## src/rtl/branch_predictor.sv

```systemverilog
// Fetch-stage branch predictor: a direct-mapped BTB where each entry holds a
// valid bit, a tag, a target and a 2-bit saturating direction counter.
// Lookup is combinational on the fetch pc. Training comes from the EX-stage
// resolution of each branch or jump. Two performance counters are kept.
module branch_predictor #(
   parameter int unsigned IDX_BITS = 5
) (
   input  logic        clk,
   input  logic        rst,
   input  logic [31:0] if_pc,
   output logic        btb_hit,
   output logic        prediction,
   output logic [31:0] btb_out,
   input  logic        update_valid,
   input  logic [31:0] update_pc,
   input  logic        update_taken,
   input  logic [31:0] update_target,
   input  logic        mispredict,
   output logic [31:0] br_count,
   output logic [31:0] mispred_count
);

   localparam int unsigned TAG_BITS = 30 - IDX_BITS;
   localparam int unsigned ENTRIES  = 1 << IDX_BITS;

   logic [ENTRIES-1:0]  valid_q;
   logic [TAG_BITS-1:0] tag_q    [ENTRIES];
   logic [31:0]         target_q [ENTRIES];
   logic [1:0]          ctr_q    [ENTRIES];

   logic [31:0] br_count_q;
   logic [31:0] mispred_count_q;

   logic [IDX_BITS-1:0] lk_idx;
   logic [TAG_BITS-1:0] lk_tag;
   logic [IDX_BITS-1:0] upd_idx;
   logic [TAG_BITS-1:0] upd_tag;
   logic                upd_hit;

   function automatic logic [1:0] sat_inc(input logic [1:0] c);
      return (c == 2'b11) ? 2'b11 : c + 2'd1;
   endfunction

   function automatic logic [1:0] sat_dec(input logic [1:0] c);
      return (c == 2'b00) ? 2'b00 : c - 2'd1;
   endfunction

   // Combinational lookup; reads the pre-update array (no write bypass).
   always_comb begin
      lk_idx     = if_pc[IDX_BITS+1:2];
      lk_tag     = if_pc[31:IDX_BITS+2];
      btb_hit    = valid_q[lk_idx] && (tag_q[lk_idx] == lk_tag);
      prediction = btb_hit && ctr_q[lk_idx][1];
      btb_out    = prediction ? target_q[lk_idx] : if_pc + 32'd4;
   end

   // Decode the resolved instruction's index/tag and detect an entry hit.
   always_comb begin
      upd_idx = update_pc[IDX_BITS+1:2];
      upd_tag = update_pc[31:IDX_BITS+2];
      upd_hit = valid_q[upd_idx] && (tag_q[upd_idx] == upd_tag);
   end

   // Valid bits: cleared by reset; set when a taken miss allocates.
   always_ff @(posedge clk) begin
      if (rst) begin
         valid_q <= '0;
      end else if (update_valid && update_taken && !upd_hit) begin
         valid_q[upd_idx] <= 1'b1;
      end
   end

   // Entry payload: train on hit, allocate on taken miss; not-taken misses ignored.
   always_ff @(posedge clk) begin
      if (!rst && update_valid) begin
         if (upd_hit) begin
            if (update_taken) begin
               ctr_q[upd_idx]    <= sat_inc(ctr_q[upd_idx]);
               target_q[upd_idx] <= update_target;
            end else begin
               ctr_q[upd_idx] <= sat_dec(ctr_q[upd_idx]);
            end
         end else if (update_taken) begin
            tag_q[upd_idx]    <= upd_tag;
            target_q[upd_idx] <= update_target;
            ctr_q[upd_idx]    <= 2'b10;
         end
      end
   end

   // Performance counters; both wrap naturally at 32 bits.
   always_ff @(posedge clk) begin
      if (rst) begin
         br_count_q      <= '0;
         mispred_count_q <= '0;
      end else if (update_valid) begin
         br_count_q <= br_count_q + 32'd1;
         if (mispredict) begin
            mispred_count_q <= mispred_count_q + 32'd1;
         end
      end
   end

   assign br_count      = br_count_q;
   assign mispred_count = mispred_count_q;

endmodule

```

## config.mk

```make
export PLATFORM = sky130hd
export DESIGN_NAME = branch_predictor
export DESIGN_NICKNAME = d
export VERILOG_FILES = /design/src/rtl/branch_predictor.sv
export SDC_FILE = /design/constraint.sdc
export NUM_CORES = 2
export LEC_CHECK = 0
export ABC_AREA = 0
export BUFFER_PORTS_ARGS = -buffer_cell sky130_fd_sc_hd__buf_2
export CAP_MARGIN = 10
export CORE_MARGIN = 2
export CORE_UTILIZATION = 45
export DETAILED_ROUTE_END_ITERATION = 16
export PLACE_DENSITY = 0.62
export SYNTH_ARGS = -nofsm -noshare
export SYNTH_HDL_FRONTEND = slang
export SYNTH_SLANG_ARGS = --single-unit
```

## constraint.sdc

```tcl
create_clock -name clk -period 9.8 [get_ports clk]
set_input_delay 1.96 -clock clk [delete_from_list [all_inputs] [get_ports clk]]
set_output_delay 1.96 -clock clk [all_outputs]
set_load 0.005 [all_outputs]
```

# Word-level counts from Yosys, hierarchy flattened

Memory sizes are Yosys's and may differ from the RTL's.
Index checks and enable logic that the tools add are counted.

Register bits: 96
Latch bits: 0
Bits in writable memories: 1,888
Bits in read-only memories: 0
Input bits: 101
Output and inout bits: 98
Word-level logic and storage cells: 55
Memories: 3

Memories:

| memory   | depth | bits a word | rd ports | clocked after Yosys merged registers in | wr ports | RTL line | RTL |
|---|---|---|---|---|---|---|---|
| target_q | 32    | 32          | 1        | 0                                       | 1        | 28       | `logic [31:0] target_q [ENTRIES];` |
| tag_q    | 32    | 25          | 2        | 0                                       | 1        | 27       | `logic [TAG_BITS-1:0] tag_q [ENTRIES];` |
| ctr_q    | 32    | 2           | 2        | 0                                       | 1        | 29       | `logic [1:0] ctr_q [ENTRIES];` |

Add/sub/neg operators: 5
Multiply operators: 0
Divide/modulo/power cells: 0
Magnitude comparators: 3
Equality and inequality tests: 3
Shift-type cells: 0
Mux-type cells: 23
Bitwise gates (word level): 4
Reduce and logical (&&, ||, !) cells: 11

Operator list:

| kind                    | count |
|---|---|
| $add A32 B1 Y32 const B | 2 |
| $mux W32                | 2 |
| $eq A25 B25 Y1          | 2 |
| $add A32 B3 Y32 const B | 1 |
| $or A32 B32 Y32         | 1 |
| $mux W1                 | 14 |
| $lt A5 B6 Y1 const B    | 2 |
| $bmux W1 S5             | 2 |
| $mux W2                 | 4 |
| $logic_and A1 B1 Y1     | 7 |
| $demux W1 S5            | 1 |
| $ge A5 B1 Y1 const B    | 1 |
| $or A1 B1 Y1            | 3 |
| $add A2 B1 Y2 const B   | 1 |
| $eq A2 B2 Y1 const B    | 1 |
| $logic_not A1 Y1        | 2 |
| $logic_not A2 Y1        | 1 |
| $reduce_and A2 Y1       | 1 |
| $sub A2 B1 Y2 const B   | 1 |

# Longest topological paths before layout

Word-level depth: 8
Mapped depth: 17

# Worst setup path before layout

Ideal clock, no wire load.

Path kind: input port to output port
Start: input if_pc[3]
End: output btb_out[3]
Data arrival time: 5.285 ns
Required time: 7.840 ns
Setup slack: 2.555 ns
Stages on the path: 14
Cell sequence: buf_2 buf_4 buf_4 buf_4 buf_2 buf_2 buf_2 buf_1 clkbuf_1 mux4_2 mux4_2 nand2_1 nand2_1 mux2_1

Word-level cells in the longest chain between the ends: 5
Elaborated cells on any way between the ends: 10
Those cells by class: 1 x add/sub; 1 x eq/ne; 3 x mux; 2 x reduce/logical; 3 x memory

RTL lines:

| element                                        | RTL line | RTL |
|---|---|---|
| start: declaration                             | 10       | `input logic [31:0] if_pc,` |
| $mem_v2 Z32 W25 or $bmux W1 S5 (tied branches) | --       |  |
| $eq A25 B25 Y1 or $mux W1 (tied branches)      | 52       | `btb_hit = valid_q[lk_idx] && (tag_q[lk_idx] == lk_tag);` |
| $logic_and A1 B1 Y1                            | 52       |  |
| $logic_and A1 B1 Y1                            | 53       | `prediction = btb_hit && ctr_q[lk_idx][1];` |
| $mux W32 *                                     | 54       | `btb_out = prediction ? target_q[lk_idx] : if_pc + 32'd4;` |
| end: declaration                               | 13       | `output logic [31:0] btb_out,` |

Mark *: on every way between the ends. The rest lies on a longest branch, timed or not. The select of a mux whose other input is x is not followed.

# Worst setup path in the final report

Start: input if_pc[5]
End: output btb_out[3]

Same word-level chain as after synthesis.

==> results.toml <==
[yosys]
synth-main-ff-cell = "edfxtp_1"
syn_area_per_cell_um2 = 19.0
synthTopCellsByArea = "edfxtp_1 (67%), mux4_2 (14%), mux2i_1 (6.2%)"
synth-seq-area-share_pct = 69.5
yosysWarnings = 0
synth_top_cell_by_area = "edfxtp_1"
synthArstFlopShare_pct = 0
synth-edff-count = 1888
synth_seq_cells = 1984
ys_types = 73
synth_nets = 4554
yosysTopAreaCellShare_pct = 67.2
syn_inst = 4450
syn-cell-area_um2 = 84300

[clocking]
cts_tree = "done"
cts.sinks = 1984
insertion_delay_ns = 0.87
cts_hold_buffers = 0
post-cts-setup-buffer-count = 0
htreeDepth = 4
post_cts_resized = 0
cts-buffers-inserted = 203
cts_buffer_depth = 3
root_buffer = "clkbuf_16"
clk_pin_slew_ns = 0.06

[placed_design]
dpl.cell_count = 7024
gp_congestion = 0.857
hpwl_mm = 144
io_buffers = 196

[worst_hold_path]
hold_end = "valid_q[27]$_SDFFE_PP0P_"
worst_hold_path_type = "reg2reg"
min-delay-start = "valid_q[27]$_SDFFE_PP0P_"
worstHoldPathCells = 1

[pwr]
peakVddDrop_v = 0.000157
power_switching_share_pct = 22.3
internal_power_uw = 13900
p_comb_share_pct = 6.3
seq_power_share_pct = 52.1
power.total_uw = 17900
p_per_area_nw_per_um2 = 188
p_leak_uw = 0.0312
power.switching_uw = 3990
clkPwrFrac_pct = 41.7

[grt]
antenna_found_initial = 18
grt_overflow_total = 0
grt_first_pass_wirelength_mm = 362
grt_start_max_net_pins = 128
grt_pass1_vias = 47400
track_usage_pct = 27.0

[timing]
slew_headroom_pct = 12.8
finalSetupTns_ns = 0
slew_violations = 0
period_share_pct = 87.6
hold_slack_ns = 0.483
fin_worst_skew_ns = 0.0501
timing.final.crit_period_ns = 8.58
setup_viol = 0
tightestPinTransition_ns = 1.30
fmax_ghz = 0.117
rsz0062_at_grt = "false"
final-hold-violation-count = 0

[final_layout]
syn2layout_area_growth_pct = 13.3
layout_common_cells = "edfxtp_1 (1888), mux4_2 (535), mux2i_1 (521)"
final_common_cell = "edfxtp_1"
nFillCells = 14900
nNetsFinal = 4853
final_cells = 7406
drive_gt1_share_pct = 26.2
seqCellArea_um2 = 58600
multi_input_area_um2 = 24800

[critical_path]
arrival_ns = 6.62
cp_data_required_time_ns = 7.84
end_kind = "output pin"
crit_type = "in2out"
r2r_end = "tag_q[24][6]$_DFFE_PP_"
start_kind = "input port"
critPathLaunch = "if_pc[5]"
r2r_slack_ns = 4.96
crit_fanout = 31
reg2reg_from = "tag_q[13][10]$_DFFE_PP_"
reg2reg_depth = 11

[floorplan]
die_area_um2 = 191000
core_um2 = 186000
initial_core_util_pct = 45.4
die_w_um = 437
die_h_um = 437
row_count = 158
ioPinCount = 199

[run_status]
status = "complete, no violations"

[drt]
num_vias = 47800
drc = 0
wl_mm = 260
wl_per_cell_um = 35.1
dr.pass1.iters = 6
drt_iter0_drc = 6404
drtAntennaViolNets = 0
via_per_inst = 6.45

[run]
cap_violations = 0
layer usage:
layer	track usage [%]	wire (µm)
met2	42.5	123000
met4	12.6	13000
met3	4.76	24700
met1	36.7	99600
met5	0	34
sequential cells by signal (all words and copies together) (netlist names):
name and count:
ctr_q 64, br_count 32, valid_q 32, tag_q 800, target_q 1024, mispred_count 32
power groups by stage:
stage / clock network [µW] / registers, µW / logic (µW)
after floorplan: 0 / 9510 / 652
after global placement: 0 / 9510 / 1110
after detailed placement: 0 / 9510 / 1120
after CTS: 7570 / 9330 / 1120
after global routing: 7870 / 9330 / 1180
final: 7460 / 9330 / 1130
critical path: stages:
cell	delay, ns
buf_2	0.39
nor2b_2	1.11
buf_4	0.43
a221o_1	0.20
nand3_1	0.46
xnor2_1	0.29
nor4_2	0.29
nand4_2	0.23
nor4_4	0.35
buf_12	0.27
mux2_1	0.41
buf_2	0.15
worst max path at each step:
stage	endpoint	slack [ns]	cells past startpoint
floorplan	btb_out[3]	2.56	14
global placement	btb_out[8]	1.30	14
detailed placement	btb_out[8]	1.27	14
CTS	btb_out[3]	1.22	14
global route	btb_out[8]	1.0	14
finish	btb_out[3]	1.22	12
stage by stage:
| step | util (%) | setup slack [ns] | cell area (µm²) |
|---|---|---|---|
| finish | 51.4 | 1.22 | 95500 |
| global route | 51.4 | 0.995 | 95500 |
| CTS | 51.4 | 1.22 | 95500 |
| detailed placement | 48.0 | 1.27 | 89200 |
| global placement | 48.0 | 1.30 | 89200 |
| floorplan | - | 2.56 | 84300 |
synthesized netlist by cell type, drive strengths merged, types with 7 or more instances:
master / number
and3b: 8
a211o: 7
clkbuf: 129
nand3: 52
o22ai: 231
a22oi: 23
inv: 10
nor2b: 10
nand2: 111
a211oi: 11
nor3: 12
o2bb2ai: 31
o221ai: 15
o21ai: 19
nor4: 58
mux2i: 521
a21oi: 24
and3: 27
and2: 41
mux2: 19
nand4: 22
mux4: 535
edfxtp: 1888
or3: 16
and4: 9
xor2: 67
nor2: 159
a2111oi: 8
dfxtp: 96
buf: 153
xnor2: 39
a22o: 15
area by class of cell:
cell class	instances	area share (%)
flip-flops and latches	1984	61.4
well taps	2480	3.25
multi-input cells	2173	26.0
clock buffers	251	5.61
repair buffers	376	2.68
inverters	11	0.0511
diodes	10	0.0262
clock inverters	121	1.03
cells by family (layout without fill, tap and decap cells):
logic type	count (synthesis)	in the layout	share of synthesized area, %
simple gates	565	565	3.49
compound gates	423	423	3.48
buf+inv	293	759	1.64
mux	1075	1075	20.7
fa+ha+maj	4	4	0.0564
other cells	0	10	0
flops	1984	1984	69.5
xor+xnor	106	106	1.10
Power figures use the tool's default switching activity.
